===== config.mk =====
export PLATFORM = sky130hd
export DESIGN_NAME = bp_zynq_cfg_reporter
export DESIGN_NICKNAME = d
export VERILOG_FILES = /design/src/rtl/bp_zynq_cfg_reporter.sv
export SDC_FILE = /design/constraint.sdc
export NUM_CORES = 1
export LEC_CHECK = 0
export BUFFER_PORTS_ARGS = -buffer_cell sky130_fd_sc_hd__clkbuf_2
export CORE_UTILIZATION = 35
export DETAILED_ROUTE_END_ITERATION = 10
export PLACE_DENSITY = 0.63
export SLEW_MARGIN = 40
export SYNTH_ARGS = -nofsm -noshare
export SYNTH_HDL_FRONTEND = slang
export SYNTH_SLANG_ARGS = --single-unit

===== constraint.sdc =====
create_clock -name clk_i -period 3.1 [get_ports clk_i]
set_input_delay 0.31 -clock clk_i [delete_from_list [all_inputs] [get_ports clk_i]]
set_output_delay 0.31 -clock clk_i [all_outputs]
set_load 0.01 [all_outputs]

===== src/rtl/bp_zynq_cfg_reporter.sv =====
// bp_zynq_cfg_reporter
//   Captures the flattened BlackParrot configuration vector on request and
//   streams it to the PS shell as a framed sequence of 32b words:
//     header {magic_p, cfg_words_p[15:0]}, then cfg_words_p payload words.
//   Optional feature macro: BP_ZYNQ_CFG_REPORT_CHECKSUM_EN
//     When defined, a trailing word carries the XOR of every transferred
//     word of the frame (header plus payload).
//   The stream uses a valid->ready handshake. All stream outputs come from
//   registers and are forced low while reset_i is high.

module bp_zynq_cfg_reporter #(
  parameter int unsigned cfg_words_p  = 16,
  parameter int unsigned word_width_p = 32,
  parameter logic [15:0] magic_p      = 16'h0B9A
) (
  input  logic                                clk_i,
  input  logic                                reset_i,
  input  logic [cfg_words_p*word_width_p-1:0] cfg_i,
  input  logic                                req_v_i,
  output logic                                req_ready_o,
  output logic [word_width_p-1:0]             data_o,
  output logic                                v_o,
  input  logic                                ready_i,
  output logic                                busy_o
);

  localparam int unsigned IdxW = (cfg_words_p > 1) ? $clog2(cfg_words_p) : 1;
  localparam logic [IdxW-1:0] LastIdx = IdxW'(cfg_words_p - 1);
  localparam logic [word_width_p-1:0] HeaderWord =
    word_width_p'({magic_p, 16'(cfg_words_p)});

  typedef enum logic [1:0] {
    e_idle,
    e_header,
`ifdef BP_ZYNQ_CFG_REPORT_CHECKSUM_EN
    e_payload,
    e_checksum
`else
    e_payload
`endif
  } state_e;

  state_e                              state_q;
  logic [IdxW-1:0]                     idx_q;
  logic [IdxW-1:0]                     idx_d;
  logic [cfg_words_p*word_width_p-1:0] cfg_q;
  logic [word_width_p-1:0]             data_q;
  logic                                v_q;
  logic                                busy_q;
  logic                                req_ready_q;
`ifdef BP_ZYNQ_CFG_REPORT_CHECKSUM_EN
  logic [word_width_p-1:0]             xor_q;
`endif

  // Index of the payload word that follows the one currently presented.
  assign idx_d = idx_q + 1'b1;

  // Frame sequencer; the registered outputs are loaded with the values of the
  // state being entered, so every output is stable for the whole cycle.
  always_ff @(posedge clk_i) begin
    // NOTE: the snapshot is an ordinary register bank, not a RAM, so clearing
    // it on reset is cheap and guarantees a reset discards stale config.
    if (reset_i) begin
      state_q     <= e_idle;
      idx_q       <= '0;
      cfg_q       <= '0;
      data_q      <= '0;
      v_q         <= 1'b0;
      busy_q      <= 1'b0;
      req_ready_q <= 1'b1;
`ifdef BP_ZYNQ_CFG_REPORT_CHECKSUM_EN
      xor_q       <= '0;
`endif
    end else begin
      // NOTE: non-blocking assignments throughout, so every branch reads the
      // pre-edge values of state_q, idx_q, data_q and cfg_q.
      case (state_q)
        e_idle: begin
          if (req_v_i) begin
            state_q     <= e_header;
            cfg_q       <= cfg_i;
            idx_q       <= '0;
            data_q      <= HeaderWord;
            v_q         <= 1'b1;
            busy_q      <= 1'b1;
            req_ready_q <= 1'b0;
`ifdef BP_ZYNQ_CFG_REPORT_CHECKSUM_EN
            xor_q       <= '0;
`endif
          end
        end

        e_header: begin
          if (ready_i) begin
            state_q <= e_payload;
            data_q  <= cfg_q[word_width_p-1:0];
`ifdef BP_ZYNQ_CFG_REPORT_CHECKSUM_EN
            xor_q   <= xor_q ^ data_q;
`endif
          end
        end

        e_payload: begin
          if (ready_i) begin
`ifdef BP_ZYNQ_CFG_REPORT_CHECKSUM_EN
            xor_q <= xor_q ^ data_q;
`endif
            if (idx_q == LastIdx) begin
              idx_q <= '0;
`ifdef BP_ZYNQ_CFG_REPORT_CHECKSUM_EN
              // The checksum word already folds in the word leaving now.
              state_q <= e_checksum;
              data_q  <= xor_q ^ data_q;
`else
              state_q     <= e_idle;
              data_q      <= '0;
              v_q         <= 1'b0;
              busy_q      <= 1'b0;
              req_ready_q <= 1'b1;
`endif
            end else begin
              idx_q  <= idx_d;
              data_q <= cfg_q[word_width_p*int'(idx_d) +: word_width_p];
            end
          end
        end

`ifdef BP_ZYNQ_CFG_REPORT_CHECKSUM_EN
        e_checksum: begin
          if (ready_i) begin
            state_q     <= e_idle;
            data_q      <= '0;
            v_q         <= 1'b0;
            busy_q      <= 1'b0;
            req_ready_q <= 1'b1;
          end
        end
`endif

        default: begin
          state_q     <= e_idle;
          idx_q       <= '0;
          data_q      <= '0;
          v_q         <= 1'b0;
          busy_q      <= 1'b0;
          req_ready_q <= 1'b1;
        end
      endcase
    end
  end

  // Reset silences the interface in the same cycle it is asserted, even if a
  // frame was in flight when it arrived.
  assign v_o         = v_q & ~reset_i;
  assign busy_o      = busy_q & ~reset_i;
  assign req_ready_o = req_ready_q & ~reset_i;
  assign data_o      = reset_i ? '0 : data_q;

endmodule


# Word-level counts from Yosys, hierarchy flattened
# Index checks and enable logic that the tools add are counted.
# classes
n_addsub,1
multipliers,0
div,0
order_cmp,0
n_eq_ne,7
shift,1
muxes,23
bitwise,4
reduce_logical,6
# ops
operator,n
$shiftx A512 B10 Y32,1
$mux W32,5
$pmux W32 S3,1
$mux W4,3
$pmux W4 S3,1
$mux W2,4
$ne A2 B2 Y1 const B,4
$reduce_and A4 Y1,2
$mux W1,6
$pmux W1 S3,2
$pmux W2 S3,1
$reduce_and A3 Y1,2
$add A4 B1 Y4 const B,1
$eq A4 B4 Y1 const B,1
$and A1 B1 Y1,2
$eq A2 B1 Y1 const B,1
$eq A2 B2 Y1 const B,1
$logic_not A2 Y1,1
$not A1 Y1,2
$reduce_and A2 Y1,1
# totals
reg_bits,552
latch_bits,0
mem_bits_rw,0
romBits,0
in_bits,516
out_inout_bits,35
wordCells,48
n_memories,0

# Depth between registers and ports, before layout
# Gate-level depths: netlist of run 1.
# logic_depth
word_depth,5
mapped_depth,8
mapped_depth_nobuf,6

# Worst setup path after synthesis of run 1
# No wires, ideal clock.
# synth_path
path_kind,register to register
from,reg idx_q[1]
to,reg data_q[15]
setup_time_ps,138
t_arrival_ps,1958
required_time_ps,2962
path_slack_ps,1004
path_stages_with_launch,8
n_path_buf,3
synth_period_minus_slack_ps,2096
cell_sequence,dfxtp_1 > ha_1 > buf_2 > buf_2 > clkbuf_1 > mux4_2 > mux2i_1 > o221ai_1
# synth_via
elab_chain_cells,5
elab_cells_between_ends,6
cone_classes,1 x add/sub; 1 x eq/ne; 1 x shift; 3 x mux
# synth_lines
item,line,source
"start, declared",44,logic [IdxW-1:0] idx_q;
"start signal, assigned",122,idx_q <= idx_d;
$add A4 B1 Y4,56,assign idx_d = idx_q + 1'b1;
$shiftx A512 B10 Y32,123,data_q <= cfg_q[word_width_p*int'(idx_d) +: word_width_p];
$mux W32 *,108,if (idx_q == LastIdx) begin
$mux W32 *,104,if (ready_i) begin
$pmux W32 S3 *,77,case (state_q)
"end signal, assigned",83,data_q <= HeaderWord;
"end signal, assigned",96,data_q <= cfg_q[word_width_p-1:0];
"end signal, assigned",123,
"end, declared",47,logic [word_width_p-1:0] data_q;
# Every way passes the cells marked *; elsewhere a longest branch is shown, timed or not. The select of a mux whose other input is x is not followed.
# A chain may end at the register's enable or synchronous reset.

# Worst setup path after layout of run 1
# layout_path
from,reg idx_q[0]
to,reg data_q[18]
# The elaborated chain is that of the path after synthesis.

==> metrics.csv, run 1 <==
stage;metric;value;unit
final_layout;postLayoutCellArea;0.0338;mm^2
timing;hold_viol;1;
timing;max_slew_margin;48.7;%
grt;grt_max_degree;133;
cts;clock_sinks;552;
final_layout;fin_util;52.3;%
critical_path;path_cells;ha_4, buf_12, mux4_2, mux2i_1, o221ai_1;
cts;htreeDepth;2;
routing;drt_iter0_drc;2499;
cts;cts_tree;built;
logic_synthesis;netlist_top_cells_area;dfxtp_1, nand2_1, mux4_2;
critical_path;cp_max_fo;20;
floorplanning;num_rows;93;
routing;drc;0;
timing;finalSetupTns;0;ns
routing;dr.pass1.iters;6;
flow_run;drv_cap;0;
timing;finalCritPeriodShare;83.3;%
pwr;p_per_area;557;mW/mm^2
cts;clk_pin_slew;0.06;ns
grt;antenna_found_initial;10;
critical_path;worstSetupPathType;flop to flop;
logic_synthesis;synth_area_per_cell;8.60;um^2
min_path;hold_class;input pin to flop;
timing;tightest_slew;0.770;ns
floorplanning;die_area;0.0667;mm^2
logic_synthesis;synth_top_area_share;48.1;%
floorplanning;die_w;258;um
critical_path;worstPathRequired;3.55;ns
critical_path;crit_path_start_kind;flop;
timing;max_freq;0.387;GHz
placed_design;port_buffers;550;
cts;cts_buffer_depth;3;
floorplanning;core;0.0647;mm^2
logic_synthesis;ys_top_cells_by_count;nand2_1, dfxtp_1, a21oi_1;
final_layout;nNetsFinal;4123;
cts;post_cts_resized;0;
final_layout;stdcell_count;4522;
logic_synthesis;synth_edf_count;0;
logic_synthesis;synth_cell_types;33;
logic_synthesis;synth-seq-cells;552;
logic_synthesis;yosysWarnings;0;
grt;grt_util_all_layers;27.7;%
timing;min_period;2.58;ns
placed_design;dpl_cell_area;0.0266;mm^2
routing;drt-vias-per-instance;5.17;
grt;grt_overflow;0;
logic_synthesis;syn-num-nets;3189;
final_layout;drive_gt1_share;23.0;%
timing;skew;0.0221;ns
critical_path;crit_path_end_kind;flop;
placed_design;routabilityCongestion;0.894;
logic_synthesis;yosys_most_used_dff;dfxtp_1;
cts;cts_root_buf;clkbuf_16;
critical_path;cpPeakStageDelay;0.53;ns
cts;numCtsBuffers;60;
final_layout;area_growth;47.2;%
critical_path;cp_slowest_cell;ha_4;
routing;ant_nets;0;
timing;hold_slack;-0.00804;ns
placed_design;dp_cells;3896;
timing;setup_viol;0;
run_status;status;finished, violations left;
floorplanning;floorplan.initialDensity;35.5;%
routing;routed_wl;95900;um
logic_synthesis;synthesis.area;0.0230;mm^2
logic_synthesis;synthCells;2672;
grt;grt_pass1_vias;23500;
cts;clock_latency;0.62;ns
run_status;violations;hold timing;
timing;finalMaxSlewViolations;0;
pwr;p_leak;13.4;nW
logic_synthesis;synth_async_sr_flop_share;0;%
floorplanning;dieHeight;258;um
logic_synthesis;synth.most_common_cell;nand2_1;
pwr;ir_drop;0.389;mV
placed_design;hpwlAfterDp;63200;um
timing;rsz0062_at_grt;no;
routing;vias;23400;
logic_synthesis;synth_top_cell_by_area;dfxtp_1;
grt;grt_pass1_wl;139000;um
floorplanning;io_pins;551;
pwr;power.total;18.9;mW
logic_synthesis;ys_seq_area_share;48.1;%
critical_path;critical_path_arrival;3.04;ns
routing;routedWlPerCell;21.2;um
## worst max-delay path, delay by kind of cell, from the launching register on
family	cells	cell delay, ns
AOI/OAI and AO/OA	1	0.23
adders and majority gates	1	0.53
buffers and inverters	1	0.23
DFF	1	0.37
muxes	2	1.03
## what timing repair did
item,in CTS,in global routing
hold buffers,503,0
endpoints found under the hold margin,503,0
setup buffers,0,0
## metal layers
layer / global-route usage (%) / vias up / wire (um)
met1: 31.6 / 11100 / 35700
met3: 5.19 / 277 / 6810
met4: 14.9 / 6 / 5240
met2: 48.8 / 1086 / 48100
li1: - / 10900 / -
met5: 0 / - / 36
## placed cells by master, fill, tap and decap left out, drive strengths merged, types with 2 or more instances in the layout
cell type    count
clkbuf         628
nor2b           45
mux4           128
o22a             8
nor2             7
buf             49
a22oi           26
mux2i           64
bufinv          11
diode           10
nand2b           2
clkinvlp         9
dlygate4sd3    503
clkinv          13
nand3            2
o21ai           11
inv              3
nand2         1026
o221ai          24
nor3            10
dfxtp          552
a21oi          525
## cell families (layout without fill, tap and decap cells)
kind of cell,after synthesis,after routing,synth area share (%)
AND/OR/NAND/NOR,1098,1098,18.6
AO/OA/AOI/OAI,595,595,13.8
flip-flops,552,552,48.1
buffers and inverters,231,1216,4.00
multiplexers,193,193,15.4
XOR/XNOR,2,2,0.0762
adder cells (fa/ha/maj),1,1,0.0544
other,0,10,0
## sequential cells by signal, summed over array words and instances, names as in the netlist
name	count
busy_q	1
idx_q	4
data_q	32
cfg_q	512
state_q	2
req_ready_q	1
## stage by stage
stage	hold slack [ns]	worst slack (ns)
global placement	0.439	0.552
CTS	0.000872	0.535
floorplan	0.433	1.00
detailed placement	0.443	0.566
finish	-0.00804	0.518
global route	0.0135	0.423
## cell type report
type | count | area [um^2]
clock inverters | 34 | 490
flip-flops and latches | 552 | 11100
clock buffers | 79 | 1700
multi-input cells | 1889 | 11100
inverters | 2 | 7.51
fillers | 5772 | 30900
diodes | 10 | 25.0
repair buffers | 1101 | 8420
well taps | 855 | 1070
## where the power goes
group | switching, mW | leakage, nW | internal, mW
Sequential | 0.350 | 4.53 | 7.62
Clock | 3.11 | 1.06 | 4.78
Combinational | 1.62 | 7.78 | 1.37
Total | 5.08 | 13.4 | 13.8
## path summary, 6_finish.rpt
check / slack [ns] / endpoint / from / cells after the start
setup / recovery: 0.52 / data_q[18] / idx_q[0] / 5
hold / removal: -0.008 / cfg_q[56] / cfg_i[56] / 3
hold reg to reg: 0.45 / cfg_q[281] / cfg_q[281] / 2
setup reg to reg: 0.52 / data_q[18] / idx_q[0] / 5
(Power assumes the default switching activity.)
==> inputs of run 2 (changes only) <==
==> constraint.sdc (replaced) <==
create_clock -name clk_i -period 2.4 [get_ports clk_i]
set_input_delay 0.24 -clock clk_i [delete_from_list [all_inputs] [get_ports clk_i]]
set_output_delay 0.24 -clock clk_i [all_outputs]
set_load 0.01 [all_outputs]
==> run 2 against run 1 <==
Net effect: the flow now finishes without violations; maximum frequency rose by 13%; highest routed layer unchanged; wire length shrank 0.20%; count of clock-buffer cells in the layout grew 12; via count decreased by 0.19%; final cell count grew 0.57%; sequential power increased by 29%; non-clock buffer count up 38; critical path depth grew 1; worst setup slack worse by 0.41 ns; critical path type unchanged; sequential share of layout area is 0.15 points lower; sequential cell count is the same.
==> metrics.csv, run 2 (synthesis gave the netlist of run 1 again) <==
stage;metric;value;unit;change
grt;grt_util_all_layers;27.8;%;+0.16 points
pwr;switching_share;27.0;%;+0.075 points
pwr;power_frac_seq;43.1;%;+0.9 points
timing;tightest_slew;0.788;ns;+0.0175 ns
timing;max_slew_margin;47.5;%;-1.2 points
placed_design;hpwlAfterDp;65600;um;+3.8%
routing;drt-vias-per-instance;5.13;;-0.76%
cts;cts_setup_buffers;0;;unchanged
floorplanning;die_w;258;um;unchanged
pwr;ir_drop;0.570;mV;+46%
critical_path;path_delay_family;multiplexers;;
cts;hold_buffers;521;;+3.6%
critical_path;path_cells;ha_4, buf_12, buf_4, mux4_2, mux2i_1, o221ai_1;;
critical_path;cpPeakStageDelay;0.56;ns;+0.03 ns
grt;antenna_found_initial;10;;unchanged
cts;cts_tree;built;;
final_layout;largest-register;cfg_q;;
floorplanning;die_area;0.0667;mm^2;unchanged
grt;grt_overflow;0;;unchanged
pwr;p_leak;13.5;nW;+0.94%
critical_path;worstSetupPathType;flop to flop;;
pwr;p_per_area;700;mW/mm^2;+25%
pwr;power_switching;6.43;mW;+26%
grt;grt_pass1_vias;23400;;-0.54%
final_layout;stdcell_count;4548;;+0.57%
critical_path;crit_buf_inv;2;;+1
critical_path;crit_path_end_kind;flop;;
cts;htreeDepth;2;;unchanged
floorplanning;num_rows;93;;unchanged
timing;min_period;2.29;ns;-0.294 ns
min_path;hold_class;input pin to flop;;
critical_path;worstPathRequired;2.88;ns;-0.67 ns
final_layout;largest_reg_flops;512;;unchanged
timing;hold_viol;0;;-1
min_path;holdCritStartpoint;req_v_i;;
critical_path;reg2reg_from;idx_q[0];;
floorplanning;dieHeight;258;um;unchanged
cts;clk_pin_slew;0.06;ns;about the same
run_status;status;finished, final reports clean;;
critical_path;cp_slowest_cell;mux4_2;;
final_layout;final_cell_mix;nand2_1, dfxtp_1, clkbuf_2;;
grt;grt_pass1_wl;140000;um;+0.57%
cts;cts_buffer_depth;3;;unchanged
timing;finalMaxSlewViolations;0;;unchanged
timing;skew;0.0175;ns;-0.00463 ns
grt;grt_max_degree;139;;+4.5%
floorplanning;io_pins;551;;unchanged
routing;routed_wl;95700;um;-0.20%
final_layout;reg_top3;cfg_q x512, data_q x32, idx_q x4;;
flow_run;drv_cap;0;;unchanged
cts;clock_latency;0.63;ns;about the same
final_layout;nFillCells;5870;;+1.7%
routing;drc;0;;unchanged
routing;drt_iter0_drc;2040;;-18%
routing;vias;23300;;-0.19%
cts;post_cts_resized;0;;unchanged
critical_path;critical_path_arrival;2.77;ns;-0.27 ns
cts;cts_root_buf;clkbuf_16;;
placed_design;routabilityCongestion;0.881;;-1.5%
timing;finalSetupTns;0;ns;unchanged
placed_design;dp_cells;3916;;+0.51%
routing;routedWlPerCell;21.0;um;-0.77%
routing;dr.pass1.iters;6;;unchanged
floorplanning;core;0.0647;mm^2;unchanged
pwr;clkPwrFrac;40.1;%;-1.8 points
timing;rsz0062_at_grt;no;;
cts;clock_sinks;552;;unchanged
timing;max_freq;0.437;GHz;+13%
timing;setup_viol;0;;unchanged
final_layout;nNetsFinal;4160;;+0.90%
routing;ant_nets;0;;unchanged
floorplanning;floorplan.initialDensity;35.5;%;unchanged
critical_path;crit_path_start_kind;flop;;
pwr;internal-power;17.3;mW;+26%
critical_path;crit_start;idx_q[0];;
final_layout;drive_gt1_share;22.9;%;-0.11 points
placed_design;port_buffers;550;;unchanged
final_layout;final_common_cell;nand2_1;;
critical_path;cp_max_fo;28;;+40%
cts;numCtsBuffers;59;;-1.7%
pwr;comb_power_share;16.7;%;+0.8 points
timing;finalCritPeriodShare;95.4;%;+12 points
final_layout;area_growth;47.9;%;
==> run 2: changes by cell type in the layout (fill, tap and decap cells not counted), moves of 2 or more <==
cell,previous run,this run
buf_4,27,46
bufinv_16,11,5
dlygate4sd3_1,503,521
clkbuf_16,60,62
clkinvlp_4,9,1
clkinv_2,10,7
diode_2,10,5
clkbuf_1,6,15
==> run 2: per-stage QoR <==
step | hold WS, ns | setup slack (ns) | power, mW | cell area (um^2) | util [%]
6_report | 0.119 | 0.112 | 23.8 | 34000 | 52.5
2_1_floorplan | 0.376 | 0.304 | 12.1 | 23000 | -
3_3_place_gp | 0.439 | 0.150 | 13.7 | 26700 | 41.3
3_5_place_dp | 0.443 | 0.110 | 13.7 | 26700 | 41.3
5_1_grt | 0.148 | 0.00357 | 24.7 | 34000 | 52.5
4_1_cts | 0.0914 | 0.0939 | 23.9 | 34000 | 52.5
==> run 2: final cells by class <==
| cell class | count | area [um^2] | area share [%] |
|---|---|---|---|
| multi-input combinational | 1889 | 11100 | 32.5 |
| sequential | 552 | 11100 | 32.5 |
| timing repair buffer | 1139 | 8760 | 25.8 |
| clock buffer | 91 | 1800 | 5.30 |
| tap | 855 | 1070 | 3.15 |
| clock inverter | 15 | 221 | 0.652 |
| antenna | 5 | 12.5 | 0.0368 |
| inverter | 2 | 7.51 | 0.0221 |
==> run 2: worst paths after layout <==
kind / to / slack (ns) / cells after the start
max: data_q[18] / 0.11 / 6
min: state_q[0] / 0.12 / 4
max reg2reg: data_q[18] / 0.11 / 6
min reg2reg: cfg_q[145] / 0.45 / 2
==> run 2: layer usage <==
layer / share of wire, % / track usage [%]
met1: 37 / 32.0
met5: 0.066 / 0
met2: 50 / 49.1
met3: 7.1 / 5.10
met4: 5.2 / 14.6
==> run 2: power by group through the flow <==
stage	clock network, mW	logic [mW]	registers (mW)
after global routing	10.1	4.29	10.3
after floorplan	0	1.90	10.3
after global placement	0	3.22	10.4
final	9.55	3.98	10.3
after detailed placement	0	3.24	10.5
after CTS	9.70	3.94	10.3
==> run 2: worst min-delay path: stages <==
cell and delay [ns]:
clkbuf_2 0.08, nor2b_1 0.19, a21oi_1 0.14, nor3_1 0.05
